**src/rtl/rv_ctrl_pkg.sv**
```systemverilog
// Shared encodings for the multi-cycle controller: opcodes, ALU codes, FSM states, instruction classes.
package rv_ctrl_pkg;

  localparam int unsigned OPCODE_W   = 7;
  localparam int unsigned FUNCT3_W   = 3;
  localparam int unsigned FUNCT7_W   = 7;
  localparam int unsigned ALU_CODE_W = 4;

  localparam logic [OPCODE_W-1:0] OP_R      = 7'b0110011;
  localparam logic [OPCODE_W-1:0] OP_IMM    = 7'b0010011;
  localparam logic [OPCODE_W-1:0] OP_LOAD   = 7'b0000011;
  localparam logic [OPCODE_W-1:0] OP_STORE  = 7'b0100011;
  localparam logic [OPCODE_W-1:0] OP_BRANCH = 7'b1100011;

  localparam logic [FUNCT7_W-1:0] F7_BASE = 7'b0000000;
  localparam logic [FUNCT7_W-1:0] F7_ALT  = 7'b0100000;
  localparam logic [FUNCT7_W-1:0] F7_MUL  = 7'b0000001;

  localparam logic [ALU_CODE_W-1:0] ALU_AND = 4'b0000;
  localparam logic [ALU_CODE_W-1:0] ALU_OR  = 4'b0001;
  localparam logic [ALU_CODE_W-1:0] ALU_ADD = 4'b0010;
  localparam logic [ALU_CODE_W-1:0] ALU_SLL = 4'b0011;
  localparam logic [ALU_CODE_W-1:0] ALU_SUB = 4'b0100;
  localparam logic [ALU_CODE_W-1:0] ALU_SRL = 4'b0101;
  localparam logic [ALU_CODE_W-1:0] ALU_MUL = 4'b0110;
  localparam logic [ALU_CODE_W-1:0] ALU_XOR = 4'b0111;
  localparam logic [ALU_CODE_W-1:0] ALU_SLT = 4'b1000;
  localparam logic [ALU_CODE_W-1:0] ALU_SRA = 4'b1001;

  typedef enum logic [2:0] {
    FETCH  = 3'd0,
    DECODE = 3'd1,
    EXEC   = 3'd2,
    MEM    = 3'd3,
    WB     = 3'd4
  } state_t;

  typedef enum logic [2:0] {
    CLS_R      = 3'd0,
    CLS_IMM    = 3'd1,
    CLS_LOAD   = 3'd2,
    CLS_STORE  = 3'd3,
    CLS_BRANCH = 3'd4
  } instr_class_t;

endpackage

```
**src/rtl/ctrl_decode.sv**
```systemverilog
// Combinational instruction decoder: latched fields -> ALU op, operand-B select, class, legality.
module ctrl_decode
  import rv_ctrl_pkg::*;
#(
  parameter bit MUL_EN = 1'b1
) (
  input  logic [OPCODE_W-1:0]   opcode,
  input  logic [FUNCT3_W-1:0]   funct3,
  input  logic [FUNCT7_W-1:0]   funct7,
  output logic [ALU_CODE_W-1:0] alu_control,
  output logic                  alu_src_imm,
  output instr_class_t          instr_class,
  output logic                  illegal
);

  logic f7_base;
  logic f7_alt;

  assign f7_base = (funct7 == F7_BASE);
  assign f7_alt  = (funct7 == F7_ALT);

  // Decode table; anything not explicitly accepted is flagged illegal.
  always_comb begin
    alu_control = ALU_ADD;
    alu_src_imm = 1'b0;
    instr_class = CLS_R;
    illegal     = 1'b0;
    case (opcode)
      OP_R: begin
        instr_class = CLS_R;
        case (funct3)
          3'd0: begin
            if (f7_base)                          alu_control = ALU_ADD;
            else if (f7_alt)                      alu_control = ALU_SUB;
            else if (MUL_EN && (funct7 == F7_MUL)) alu_control = ALU_MUL;
            else                                  illegal = 1'b1;
          end
          3'd1: begin alu_control = ALU_SLL; illegal = !f7_base; end
          3'd2: begin alu_control = ALU_SLT; illegal = !f7_base; end
          3'd4: begin alu_control = ALU_XOR; illegal = !f7_base; end
          3'd5: begin
            if (f7_base)     alu_control = ALU_SRL;
            else if (f7_alt) alu_control = ALU_SRA;
            else             illegal = 1'b1;
          end
          3'd6: begin alu_control = ALU_OR;  illegal = !f7_base; end
          3'd7: begin alu_control = ALU_AND; illegal = !f7_base; end
          default: illegal = 1'b1;
        endcase
      end
      OP_IMM: begin
        instr_class = CLS_IMM;
        alu_src_imm = 1'b1;
        case (funct3)
          3'd0: alu_control = ALU_ADD;
          3'd1: begin alu_control = ALU_SLL; illegal = !f7_base; end
          3'd2: alu_control = ALU_SLT;
          3'd4: alu_control = ALU_XOR;
          3'd5: begin
            if (f7_base)     alu_control = ALU_SRL;
            else if (f7_alt) alu_control = ALU_SRA;
            else             illegal = 1'b1;
          end
          3'd6: alu_control = ALU_OR;
          3'd7: alu_control = ALU_AND;
          default: illegal = 1'b1;
        endcase
      end
      OP_LOAD: begin
        instr_class = CLS_LOAD;
        alu_src_imm = 1'b1;
      end
      OP_STORE: begin
        instr_class = CLS_STORE;
        alu_src_imm = 1'b1;
      end
      OP_BRANCH: begin
        instr_class = CLS_BRANCH;
        alu_control = ALU_SUB;
        illegal     = (funct3 != 3'd0) && (funct3 != 3'd1);
      end
      default: illegal = 1'b1;
    endcase
  end

endmodule

```
**src/rtl/multicycle_control_unit.sv**
```systemverilog
// Multi-cycle controller: sequences FETCH->DECODE->EXEC->MEM->WB and drives datapath strobes.
module multicycle_control_unit
  import rv_ctrl_pkg::*;
#(
  parameter int unsigned ALU_CTRL_W  = 4,
  parameter bit          MUL_EN      = 1'b1,
  parameter int unsigned MEM_TIMEOUT = 15
) (
  input  logic                  clock,
  input  logic                  reset,
  input  logic                  instr_valid,
  input  logic [31:0]           instr,
  output logic                  instr_ready,
  input  logic                  mem_ready,
  input  logic                  alu_zero,
  output logic [ALU_CTRL_W-1:0] alu_control,
  output logic                  alu_src_imm,
  output logic                  regwrite_control,
  output logic                  mem_read,
  output logic                  mem_write,
  output logic                  mem_to_reg,
  output logic                  pc_write,
  output logic                  branch_taken,
  output logic                  illegal_instr,
  output logic                  bus_error
);

  localparam int unsigned CNT_W = $clog2(MEM_TIMEOUT + 1);

  state_t                state_q;
  state_t                state_nxt;
  logic [OPCODE_W-1:0]   opcode_q;
  logic [FUNCT3_W-1:0]   funct3_q;
  logic [FUNCT7_W-1:0]   funct7_q;
  logic [CNT_W-1:0]      mem_cnt_q;
  logic [CNT_W-1:0]      mem_cnt_nxt;

  logic [ALU_CODE_W-1:0] dec_alu;
  logic                  dec_imm;
  instr_class_t          dec_class;
  logic                  dec_illegal;
  logic                  mem_last;
  logic                  unused_instr_bits;

  // Operand/destination register fields belong to the datapath, not the controller.
  assign unused_instr_bits = ^{instr[24:15], instr[11:7]};

  assign mem_last = (mem_cnt_q == CNT_W'(MEM_TIMEOUT - 1));

  ctrl_decode #(
    .MUL_EN (MUL_EN)
  ) u_decode (
    .opcode      (opcode_q),
    .funct3      (funct3_q),
    .funct7      (funct7_q),
    .alu_control (dec_alu),
    .alu_src_imm (dec_imm),
    .instr_class (dec_class),
    .illegal     (dec_illegal)
  );

  // State, captured instruction fields and MEM wait counter.
  always_ff @(posedge clock) begin
    if (reset) begin
      state_q   <= FETCH;
      opcode_q  <= '0;
      funct3_q  <= '0;
      funct7_q  <= '0;
      mem_cnt_q <= '0;
    end else begin
      state_q   <= state_nxt;
      mem_cnt_q <= mem_cnt_nxt;
      if ((state_q == FETCH) && instr_valid) begin
        opcode_q <= instr[6:0];
        funct3_q <= instr[14:12];
        funct7_q <= instr[31:25];
      end
    end
  end

  // Next-state and per-state strobes; write strobes are suppressed while reset is high.
  always_comb begin
    state_nxt        = state_q;
    mem_cnt_nxt      = '0;
    instr_ready      = 1'b0;
    alu_control      = '0;
    alu_src_imm      = 1'b0;
    regwrite_control = 1'b0;
    mem_read         = 1'b0;
    mem_write        = 1'b0;
    mem_to_reg       = 1'b0;
    pc_write         = 1'b0;
    branch_taken     = 1'b0;
    illegal_instr    = 1'b0;
    bus_error        = 1'b0;

    if (state_q != FETCH) begin
      alu_control = ALU_CTRL_W'(dec_alu);
      alu_src_imm = dec_imm;
    end

    case (state_q)
      FETCH: begin
        instr_ready = 1'b1;
        if (instr_valid) state_nxt = DECODE;
      end
      DECODE: begin
        if (dec_illegal) begin
          illegal_instr = 1'b1;
          state_nxt     = FETCH;
        end else begin
          state_nxt = EXEC;
        end
      end
      EXEC: begin
        case (dec_class)
          CLS_LOAD, CLS_STORE: state_nxt = MEM;
          CLS_BRANCH: begin
            pc_write     = 1'b1;
            branch_taken = funct3_q[0] ? !alu_zero : alu_zero;
            state_nxt    = FETCH;
          end
          default: state_nxt = WB;
        endcase
      end
      MEM: begin
        mem_read  = (dec_class == CLS_LOAD);
        mem_write = (dec_class == CLS_STORE);
        if (mem_ready) begin
          if (dec_class == CLS_LOAD) begin
            state_nxt = WB;
          end else begin
            pc_write  = 1'b1;
            state_nxt = FETCH;
          end
        end else if (mem_last) begin
          bus_error = 1'b1;
          state_nxt = FETCH;
        end else begin
          mem_cnt_nxt = mem_cnt_q + CNT_W'(1);
        end
      end
      WB: begin
        regwrite_control = 1'b1;
        pc_write         = 1'b1;
        mem_to_reg       = (dec_class == CLS_LOAD);
        state_nxt        = FETCH;
      end
      default: state_nxt = FETCH;
    endcase

    if (reset) begin
      regwrite_control = 1'b0;
      mem_write        = 1'b0;
      pc_write         = 1'b0;
      branch_taken     = 1'b0;
    end
  end

endmodule

```
**config.mk**
```make
export PLATFORM = sky130hd
export DESIGN_NAME = multicycle_control_unit
export DESIGN_NICKNAME = d
export VERILOG_FILES = /design/src/rtl/rv_ctrl_pkg.sv /design/src/rtl/ctrl_decode.sv /design/src/rtl/multicycle_control_unit.sv
export SDC_FILE = /design/constraint.sdc
export NUM_CORES = 1
export LEC_CHECK = 0
export ABC_AREA = 1
export BUFFER_PORTS_ARGS = -buffer_cell sky130_fd_sc_hd__clkbuf_2
export CAP_MARGIN = 20
export CORE_UTILIZATION = 51
export CTS_CLUSTER_DIAMETER = 100
export DETAILED_ROUTE_END_ITERATION = 16
export GPL_ROUTABILITY_DRIVEN = 0
export MAX_ROUTING_LAYER = met4
export PLACE_DENSITY = 0.8
export RECOVER_POWER = 50
export SLEW_MARGIN = 20
export SYNTH_ARGS = -nofsm -noshare
export SYNTH_HDL_FRONTEND = slang
export SYNTH_HIERARCHICAL = 1
export SYNTH_SLANG_ARGS = --single-unit
export TNS_END_PERCENT = 5
```
**constraint.sdc**
```tcl
create_clock -name clock -period 1.8 [get_ports clock]
set_clock_uncertainty 0.1 [all_clocks]
set_input_delay 0.09 -clock clock [delete_from_list [all_inputs] [get_ports clock]]
set_output_delay 0.09 -clock clock [all_outputs]
set_load 0.05 [all_outputs]
```
==> results of run 1 <==
[power by group through the flow]
stage	logic, mW	registers, mW	clock network, mW
after floorplan	0.205	0.592	0
after global placement	0.253	0.594	0
after detailed placement	0.257	0.595	0
after CTS	0.304	0.587	0.397
after global routing	0.346	0.595	0.422
final	0.319	0.591	0.401
[flip-flops by register name, indices dropped and copies added, names as in the netlist]
register and count:
state_q 3, opcode_q 7, funct3_q 3, funct7_q 7, mem_cnt_q 4
[area by class of cell]
class | count | area share
antenna | 1 | 0.00110
clock buffer | 3 | 0.00990
clock inverter | 1 | 0.0132
inverter | 36 | 0.0594
multi-input combinational | 180 | 0.458
sequential | 24 | 0.216
tap | 44 | 0.0242
timing repair buffer | 59 | 0.219
[repair_timing]
| action | CTS | global route |
|---|---|---|
| pin swaps | 6 | 7 |
| endpoints found under the setup margin | 10 | 13 |
| gates resized for setup | 41 | 30 |
| hold buffers | 18 | 0 |
| buffers inserted | 0 | 1 |
| endpoints found under the hold margin | 18 | 0 |
[kinds of logic (layout without fill, tap and decap cells)]
group	Yosys count	in the layout	share of synthesized area
adder cells (fa/ha/maj)	2	2	0.0153
AO/OA/AOI/OAI	32	32	0.127
AND/OR/NAND/NOR	142	142	0.419
flip-flops	24	24	0.295
multiplexers	1	1	0.00614
buffers and inverters	43	99	0.122
XOR/XNOR	3	3	0.0161
other	0	1	0
[how the worst max path moves through the flow]
stage                startpoint           end  slack, ns  depth (start not counted)
finish              opcode_q[3]      pc_write      -0.29                         10
global route        opcode_q[0]      pc_write      -0.37                          9
CTS                 opcode_q[2]     mem_write      -0.24                          9
detailed placement  opcode_q[3]      pc_write       0.01                         10
global placement    opcode_q[3]      pc_write       0.06                         10
floorplan           opcode_q[6]  branch_taken      -0.24                          7
[layer usage]
| layer | global-route usage | share of wire | vias to the layer above |
|---|---|---|---|
| met3 | 0.0154 | 0.036 | 9 |
| met1 | 0.314 | 0.46 | 799 |
| met4 | 0.0986 | 0.021 | 0 |
| li1 | - | - | 902 |
| met5 | - | 0 | - |
| met2 | 0.417 | 0.49 | 55 |
[cells in the final DEF (no fill, tap or decap), types with 2 or more instances in the layout]
cell type      count
nand2_1           46
nand3_1           31
inv_1             26
nor2_1            24
clkbuf_2          24
dlygate4sd3_1     18
dfxtp_1           16
a21oi_1           14
a21oi_2           12
inv_2             10
nor2_2            10
nand2_2            8
dfxtp_2            8
nor2_4             7
clkbuf_8           7
buf_4              6
nand4_1            3
o21ai_1            3
clkbuf_4           3
buf_8              3
nand3_4            2
xnor2_1            2
nand2_4            2
nor3_1             2
ha_1               2
nand3_2            2
nand3b_1           2
[worst max-delay path, stage by stage (launching register included)]
cell      delay [ns]
dfxtp_2         0.36
nor2_4          0.15
nand4_1         0.15
a21oi_2         0.18
o21a_1          0.17
inv_2           0.08
nand3_4         0.08
nor2_1          0.05
o21ai_1         0.11
o21ai_1         0.08
clkbuf_8        0.18
[per-stage QoR]
step / power [mW] / TNS (ns)
2_1_floorplan: 0.797 / -0.805
3_3_place_gp: 0.847 / 0
3_5_place_dp: 0.852 / 0
4_1_cts: 1.29 / -1.63
5_1_grt: 1.36 / -3.12
6_report: 1.31 / -1.95
==> impl_metrics.toml, run 1 <==
[clock_tree]
clkTransAtPathRegs_ns = 0.14
htree_levels = 1
cts_buffers = 3
clkLatencyLatePin_ns = 0.33
clock-root-buffer = "clkbuf_4"
cts_tree = "yes"
clock-sinks = 24
max-clock-path-buffers = 2

[sta]
fin_ws_ns = -0.293
hold_ws_ns = 0.0699
period_needed_ns = 2.09
post-route-period-util = 1.16
worst_slew_pin_slew_ns = 0.485
setup_viol = 11
slew-limit-headroom = 0.676
rsz0062_at_grt = "yes"
final_hold_viol_count = 0
final_max_slew_viol_count = 0
fmax_mhz = 478

[floorplanning]
die_h_um = 58.5
start_util = 0.534
io_pins = 51
dieArea_um2 = 3430
rows = 20
coreArea_um2 = 3050
die_x_um = 58.5

[logic_synthesis]
yosysMostFrequentCell = "nand2_1"
ys_warn_count = 6
synthTopCellsByCount = "nand2_1 (42), nor2_1 (37), inv_1 (32), nand3_1 (32), dfxtp_1 (24)"
yosysTopAreaCell = "dfxtp_1"
syn_inst = 247
ys_async_sr_fraction = 0
ys_ff_latch = 24
syn_area_um2 = 1630
synthFlopType = "dfxtp_1"
synth_cell_types = 30
ys_top_cells_by_area = "dfxtp_1 (29%), nand3_1 (9.8%), nand2_1 (9.7%), nor2_1 (8.5%), inv_1 (7.4%)"
synth_top_area_frac = 0.295
ys_seq_area_frac = 0.295
avgSynthCellArea_um2 = 6.60
syn-num-nets = 286
synth_edf_count = 0

[critical_path]
cp_max_fo = 3
r2r_cells = 10
end_kind = "primary output"
worstPathRequired_ns = 1.61
rrSetupSlack_ns = 0.05
critPathKind = "register to primary output"
crit_path_start_kind = "register"
r2r-end = "state_q[2]"
r2r-start = "opcode_q[3]"
cp_data_arrival_time_ns = 1.90

[global_route]
gr-usage-all-layers = 0.249
grt_pass1_wl_um = 6450
overflow = 0
antenna_found_initial = 1
grt_pass1_vias = 1531
grt_max_degree = 26

[layout]
nFillCells = 245
drive_gt1_frac = 0.360
nets = 343
ff_latch_area_um2 = 490
synthToLayoutAreaGrowth_pct = 39.5
multiInputGateArea_um2 = 1040
finalNonFillerCells = 348
fin_util = 0.745
fin_area_um2 = 2270

[status]
status = "complete, but fails checks"
violations = "negative setup slack"

[pwr]
p_clk_frac = 0.306
intPower_mw = 0.912
pwr-share-seq = 0.451
switching_share = 0.304
power_per_cell_area_nw_per_um2 = 576
pwr-share-comb = 0.243
peakVddDrop_v = 0.000668
power_leakage_nw = 0.952
power.net_switching_mw = 0.399

[place]
io_buffers = 35
dp.cells = 324
dp_hpwl_um = 2560
dpl-instance-area_um2 = 1850
dp_slack_ns = 0.0150

[route]
drtPass1Iterations = 4
drt_iter0_drc = 117
drc = 0
drt-total-wl_um = 4220
ant_nets = 0
wl_per_cell_um = 12.1
via_count = 1765
vias_per_cell = 5.07

[job]
drv_cap = 0

[worst_hold_path]
hold_path_end = "mem_cnt_q[1]"
hold_path_class = "input port to register"
hold_depth = 4
min_from = "reset"
Note: power is estimated with default switching activity, not from simulation.
==> inputs of run 2 (changes only) <==
--- a/config.mk
+++ b/config.mk
@@ -8,16 +8,15 @@
 export ABC_AREA = 1
 export BUFFER_PORTS_ARGS = -buffer_cell sky130_fd_sc_hd__clkbuf_2
 export CAP_MARGIN = 20
-export CORE_UTILIZATION = 51
+export CORE_UTILIZATION = 48
 export CTS_CLUSTER_DIAMETER = 100
 export DETAILED_ROUTE_END_ITERATION = 16
 export GPL_ROUTABILITY_DRIVEN = 0
 export MAX_ROUTING_LAYER = met4
-export PLACE_DENSITY = 0.8
+export PLACE_DENSITY = 0.78
 export RECOVER_POWER = 50
 export SLEW_MARGIN = 20
 export SYNTH_ARGS = -nofsm -noshare
 export SYNTH_HDL_FRONTEND = slang
-export SYNTH_HIERARCHICAL = 1
 export SYNTH_SLANG_ARGS = --single-unit
 export TNS_END_PERCENT = 5
==> run 2 against run 1 <==
The run still ends with negative setup slack left. Worst setup slack better by 0.19 ns. Utilization shrank 0.73 points. Critical endpoint is now alu_control[1]. Combinational power fell by 10%. Area after synthesis decreased by 18%. Via count down 15%. Highest routed layer unchanged. Wire length shrank 18%. Hold slack got worse by 0.016 ns. Fmax grew 9.7%. Non-clock buffer count stayed put. First-iteration DRC count shrank 85%.
==> impl_metrics.toml, run 2 <==
[floorplanning]
die_x_um = 54.9
die_h_um = 54.9
coreArea_um2 = 2570
io_pins = 51
dieArea_um2 = 3020
start_util = 0.523
rows = 18

[critical_path]
crit_path_start_kind = "register"
rrSetupSlack_ns = 0.08
cp_max_fo = 4
end_kind = "primary output"
worstPathRequired_ns = 1.61
cp_data_arrival_time_ns = 1.72
critPathKind = "register to primary output"
r2r_cells = 7

[sta]
worst_slew_pin_slew_ns = 0.405
final_hold_viol_count = 0
fin_ws_ns = -0.108
rsz0062_at_grt = "yes"
fmax_mhz = 524
hold_ws_ns = 0.0543
post-route-period-util = 1.06
final_max_slew_viol_count = 0
slew-limit-headroom = 0.729
setup_viol = 6
period_needed_ns = 1.91

[route]
via_count = 1504
drt-total-wl_um = 3450
top_layer_used = "met4"
drtPass1Iterations = 4
met3RoutedLength_um = 106
wl_met2_um = 1750
drc = 0
met1_length_um = 1560
ant_nets = 0
drt_iter0_drc = 17
vias_per_cell = 5.19
wl_per_cell_um = 11.9

[pwr]
power_per_cell_area_nw_per_um2 = 579
power_leakage_nw = 0.841
peakVddDrop_v = 0.000473

[clock_tree]
max-clock-path-buffers = 2
htree_levels = 1
clkLatencyLatePin_ns = 0.30
postCtsSetupBuffers = 0
clock-root-buffer = "clkbuf_4"
cts_buffers = 3
clkTransAtPathRegs_ns = 0.12
clock-sinks = 24
cts_tree = "yes"

[job]
drv_cap = 0

[status]
violations = "negative setup slack"
status = "complete, but fails checks"

[place]
dp_slack_ns = 0.149
dp_hpwl_um = 2350
io_buffers = 35
dp.cells = 268

[layout]
top_regs = "funct7_q (7), opcode_q (7), mem_cnt_q (4)"
synthToLayoutAreaGrowth_pct = 41.0
nets = 301
drive_gt1_frac = 0.265
antenna_cells = 0
fin_util = 0.738
finalNonFillerCells = 290
final_cell_mix = "nand2_1 (36), inv_1 (24), clkbuf_2 (24), a21oi_1 (23)"
nFillCells = 197
final_common_cell = "nand2_1"

[logic_synthesis]
ys_seq_area_frac = 0.358
synth_cell_types = 26
ys_ff_latch = 24
synthTopCellsByCount = "nand2_1 (39), inv_1 (26), dfxtp_1 (24), a21oi_1 (23), nor2_1 (20)"
yosysMostFrequentCell = "nand2_1"
syn-num-nets = 243
syn_area_um2 = 1340
synthFlopType = "dfxtp_1"
ys_top_cells_by_area = "dfxtp_1 (36%), nand2_1 (11%), a21oi_1 (8.6%), inv_1 (7.3%), nand3_1 (6.7%)"
syn_inst = 204
ys_warn_count = 0
yosysTopAreaCell = "dfxtp_1"
avgSynthCellArea_um2 = 6.59
synth_edf_count = 0
synth_top_area_frac = 0.358
ys_async_sr_fraction = 0

[global_route]
grt_pass1_vias = 1315
grt_pass1_wl_um = 5490
antenna_found_initial = 0
overflow = 0
gr-usage-all-layers = 0.262
grt_max_degree = 28

[worst_hold_path]
hold_path_class = "input port to register"
hold_depth = 3
-- run 2: changes by cell type in the layout (fill, tap and decap cells not counted), moves of 5 or more --
cell      change
inv_2         -8
nor2_1       -10
a21oi_2      -12
clkbuf_8      -5
o21ai_0      +11
nor2_2        -5
nand3_1      -13
nand2_1      -10
a21oi_1       +9
nor2_4        -5
-- run 2: through the flow --
stage,cell area (µm²),setup TNS [ns],total power [mW]
after floorplan,1350,-1.09,0.758
after global placement,1570,0,0.823
after detailed placement,1570,0,0.826
after CTS,1860,-0.325,1.09
after global routing,1890,-2.56,1.17
final,1890,-0.290,1.10
-- run 2: kinds of logic (layout without fill, tap and decap cells) --
| kind of cell | Yosys count | count (layout) | share of synthesized area |
|---|---|---|---|
| XOR/XNOR | 3 | 3 | 0.0196 |
| adder cells (fa/ha/maj) | 2 | 2 | 0.0186 |
| flip-flops | 24 | 24 | 0.358 |
| AND/OR/NAND/NOR | 97 | 97 | 0.330 |
| buffers and inverters | 33 | 89 | 0.0950 |
| AO/OA/AOI/OAI | 45 | 45 | 0.180 |
-- run 2: worst max-delay path, cell delays in order, from the launching register on --
cell,delay [ns]
dfxtp_2,0.36
nand2_2,0.07
nor3_4,0.17
nand2_2,0.11
nor2_4,0.13
nand2_4,0.08
clkinv_1,0.05
o21ai_1,0.05
a31oi_1,0.19
clkbuf_8,0.21
-- run 2: layout make-up --
cell class,instances,area (µm²),area share
clock buffers,3,22.5,0.0119
inverters,27,101,0.0535
multi-input cells,147,788,0.416
flip-flops and latches,24,487,0.257
well taps,30,37.5,0.0198
repair buffers,59,458,0.242
-- run 2: final timing paths --
path | from | endpoint
max | opcode_q[1] | alu_control[1]
min | instr_valid | opcode_q[1]
max reg2reg | state_q[2] | funct7_q[1]
min reg2reg | opcode_q[1] | opcode_q[1]
-- run 2: layer usage --
layer / vias up / global-route usage
met4: 0 / 0.108
met2: 34 / 0.440
met5: - / -
li1: 789 / -
met3: 4 / 0.0410
met1: 677 / 0.309
-- run 2: where the power goes --
part           leakage [nW]  total (mW)  internal (mW)  switching, mW
sequential            0.199       0.588          0.563         0.0244
clock                0.0138       0.223         0.0781          0.145
combinational         0.628       0.287          0.116          0.170
total                 0.841        1.10          0.758          0.340
-- run 2: repair_timing --
item,in CTS,in global routing
pin swaps,0,2
gates cloned,0,0
hold buffers,19,0
gates resized for setup,27,23
endpoints found under the hold margin,18,0
setup endpoints to repair,12,18
==> inputs of run 3 (changes only) <==
--- a/config.mk
+++ b/config.mk
@@ -9,12 +9,13 @@
 export BUFFER_PORTS_ARGS = -buffer_cell sky130_fd_sc_hd__clkbuf_2
 export CAP_MARGIN = 20
 export CORE_UTILIZATION = 48
-export CTS_CLUSTER_DIAMETER = 100
+export CTS_CLUSTER_DIAMETER = 30
 export DETAILED_ROUTE_END_ITERATION = 16
 export GPL_ROUTABILITY_DRIVEN = 0
 export MAX_ROUTING_LAYER = met4
 export PLACE_DENSITY = 0.78
 export RECOVER_POWER = 50
+export SKIP_LAST_GASP = 1
 export SLEW_MARGIN = 20
 export SYNTH_ARGS = -nofsm -noshare
 export SYNTH_HDL_FRONTEND = slang
==> run 3 against run 2 <==
The flow still finishes with violations (negative setup slack). Wire length hardly changed. Critical endpoint is now mem_write. Utilization shrank 1.6 points. Critical path depth decreased by 3. Via count fell by 0.13%. Final cell count is 0.69% higher.
==> impl_metrics.toml, run 3 (synthesized netlist as in run 2, its figures left out) <==
[clock_tree]
cts_buffers = 3
clkLatencyLatePin_ns = 0.30
clock-sinks = 24
max-clock-path-buffers = 2
htree_levels = 1
clkTransAtPathRegs_ns = 0.12
clock-root-buffer = "clkbuf_4"
cts_tree = "yes"

[route]
vias_per_cell = 5.14
wl_per_cell_um = 11.8
drc = 0
drtPass1Iterations = 4
drt-total-wl_um = 3450
drt_iter0_drc = 26
ant_nets = 0
via_count = 1502

[floorplanning]
start_util = 0.523
rows = 18
coreArea_um2 = 2570
io_pins = 51
dieArea_um2 = 3020
die_h_um = 54.9
die_x_um = 54.9

[sta]
period_needed_ns = 1.94
fmax_mhz = 514
post-route-period-util = 1.08
fin_ws_ns = -0.144
slew-limit-headroom = 0.734
setup_viol = 11
fin_tns_setup_ns = -1.09
worst_slew_pin_slew_ns = 0.397
rsz0062_at_grt = "yes"
final_max_slew_viol_count = 0
final_hold_viol_count = 0

[critical_path]
worstPathRequired_ns = 1.61
crit_path_start_kind = "register"
path_cells = "nand2_1 > nor3_4 > buf_4 > nand3_1 > nor3_1 > clkbuf_2"
critPathKind = "register to primary output"
cp_top_family = "simple AND/OR/NAND/NOR gates"
cp.buffers_inverters = 2
cp_slowest_stage_delay_ns = 0.35
end_kind = "primary output"
crit_slowest_cell = "dfxtp_2"
cp_max_fo = 4
cp_data_arrival_time_ns = 1.75

[place]
dpl-instance-area_um2 = 1570
io_buffers = 35
dp_hpwl_um = 2350

[layout]
antenna_cells = 0
top_regs = "funct7_q (7), opcode_q (7), mem_cnt_q (4)"
final_cell_mix = "nand2_1 (36), clkbuf_2 (31), inv_1 (25), a21oi_1 (23), dfxtp_1 (21)"
drive_gt1_frac = 0.252
synthToLayoutAreaGrowth_pct = 37.9
nets = 303
final_common_cell = "nand2_1"
fin_area_um2 = 1850

[worst_hold_path]
hold_path_class = "input port to register"

[pwr]
power_per_cell_area_nw_per_um2 = 590
peakVddDrop_v = 0.000465
power_mw = 1.09
power_leakage_nw = 0.833

[global_route]
grt_max_degree = 28
gr-usage-all-layers = 0.255
overflow = 0
grt_pass1_wl_um = 5360
antenna_found_initial = 0
grt_pass1_vias = 1295

[status]
violations = "negative setup slack"
status = "complete, but fails checks"

[job]
drv_cap = 0
[run 3: layout make-up]
class | count | area [µm²]
sequential | 24 | 484
timing repair buffer | 61 | 434
tap | 30 | 37.5
inverter | 27 | 101
fill | 210 | 714
multi-input combinational | 147 | 773
clock buffer | 3 | 22.5
[run 3: where the power goes]
part / switching [mW] / leakage (nW) / total [mW] / internal [mW]
clock: 0.142 / 0.0138 / 0.220 / 0.0779
combinational: 0.169 / 0.621 / 0.288 / 0.118
sequential: 0.0225 / 0.198 / 0.585 / 0.563
total: 0.334 / 0.833 / 1.09 / 0.759
[run 3: worst min-delay path, stage by stage]
cell      delay, ns
clkbuf_2       0.17
nand3_1        0.11
a21oi_1        0.06
[run 3: path summary, 6_finish.rpt]
kind         slack (ns)   startpoint  cells past startpoint     endpoint
min reg2reg        0.37  opcode_q[1]                      2  opcode_q[1]
min                0.06  instr_valid                      3  opcode_q[1]
max reg2reg        0.13   state_q[2]                      7  funct7_q[1]
max               -0.14  opcode_q[0]                      6    mem_write
[run 3: through the flow]
step	hold WS (ns)	util	setup slack, ns	cells
after floorplan	0.135	-	-0.341	204
after global placement	0.246	0.613	0.138	268
after CTS	0.0509	0.709	-0.137	291
final	0.0585	0.722	-0.144	292
after global routing	0.0551	0.722	-0.276	292
after detailed placement	0.250	0.613	0.149	268
[run 3: per-layer routing]
metal	GRT usage	wire length, µm
met1	0.313	1570
met4	0.129	60
met3	0.0410	98
met5	-	0
met2	0.404	1720
[run 3: timing repair]
item / 4_1_cts / 5_1_grt
setup endpoints to repair: 12 / 18
hold buffers: 20 / 0
pin swaps: 0 / 3
buffers inserted: 0 / 1
gates resized for setup: 7 / 14
hold endpoints to repair: 18 / 0
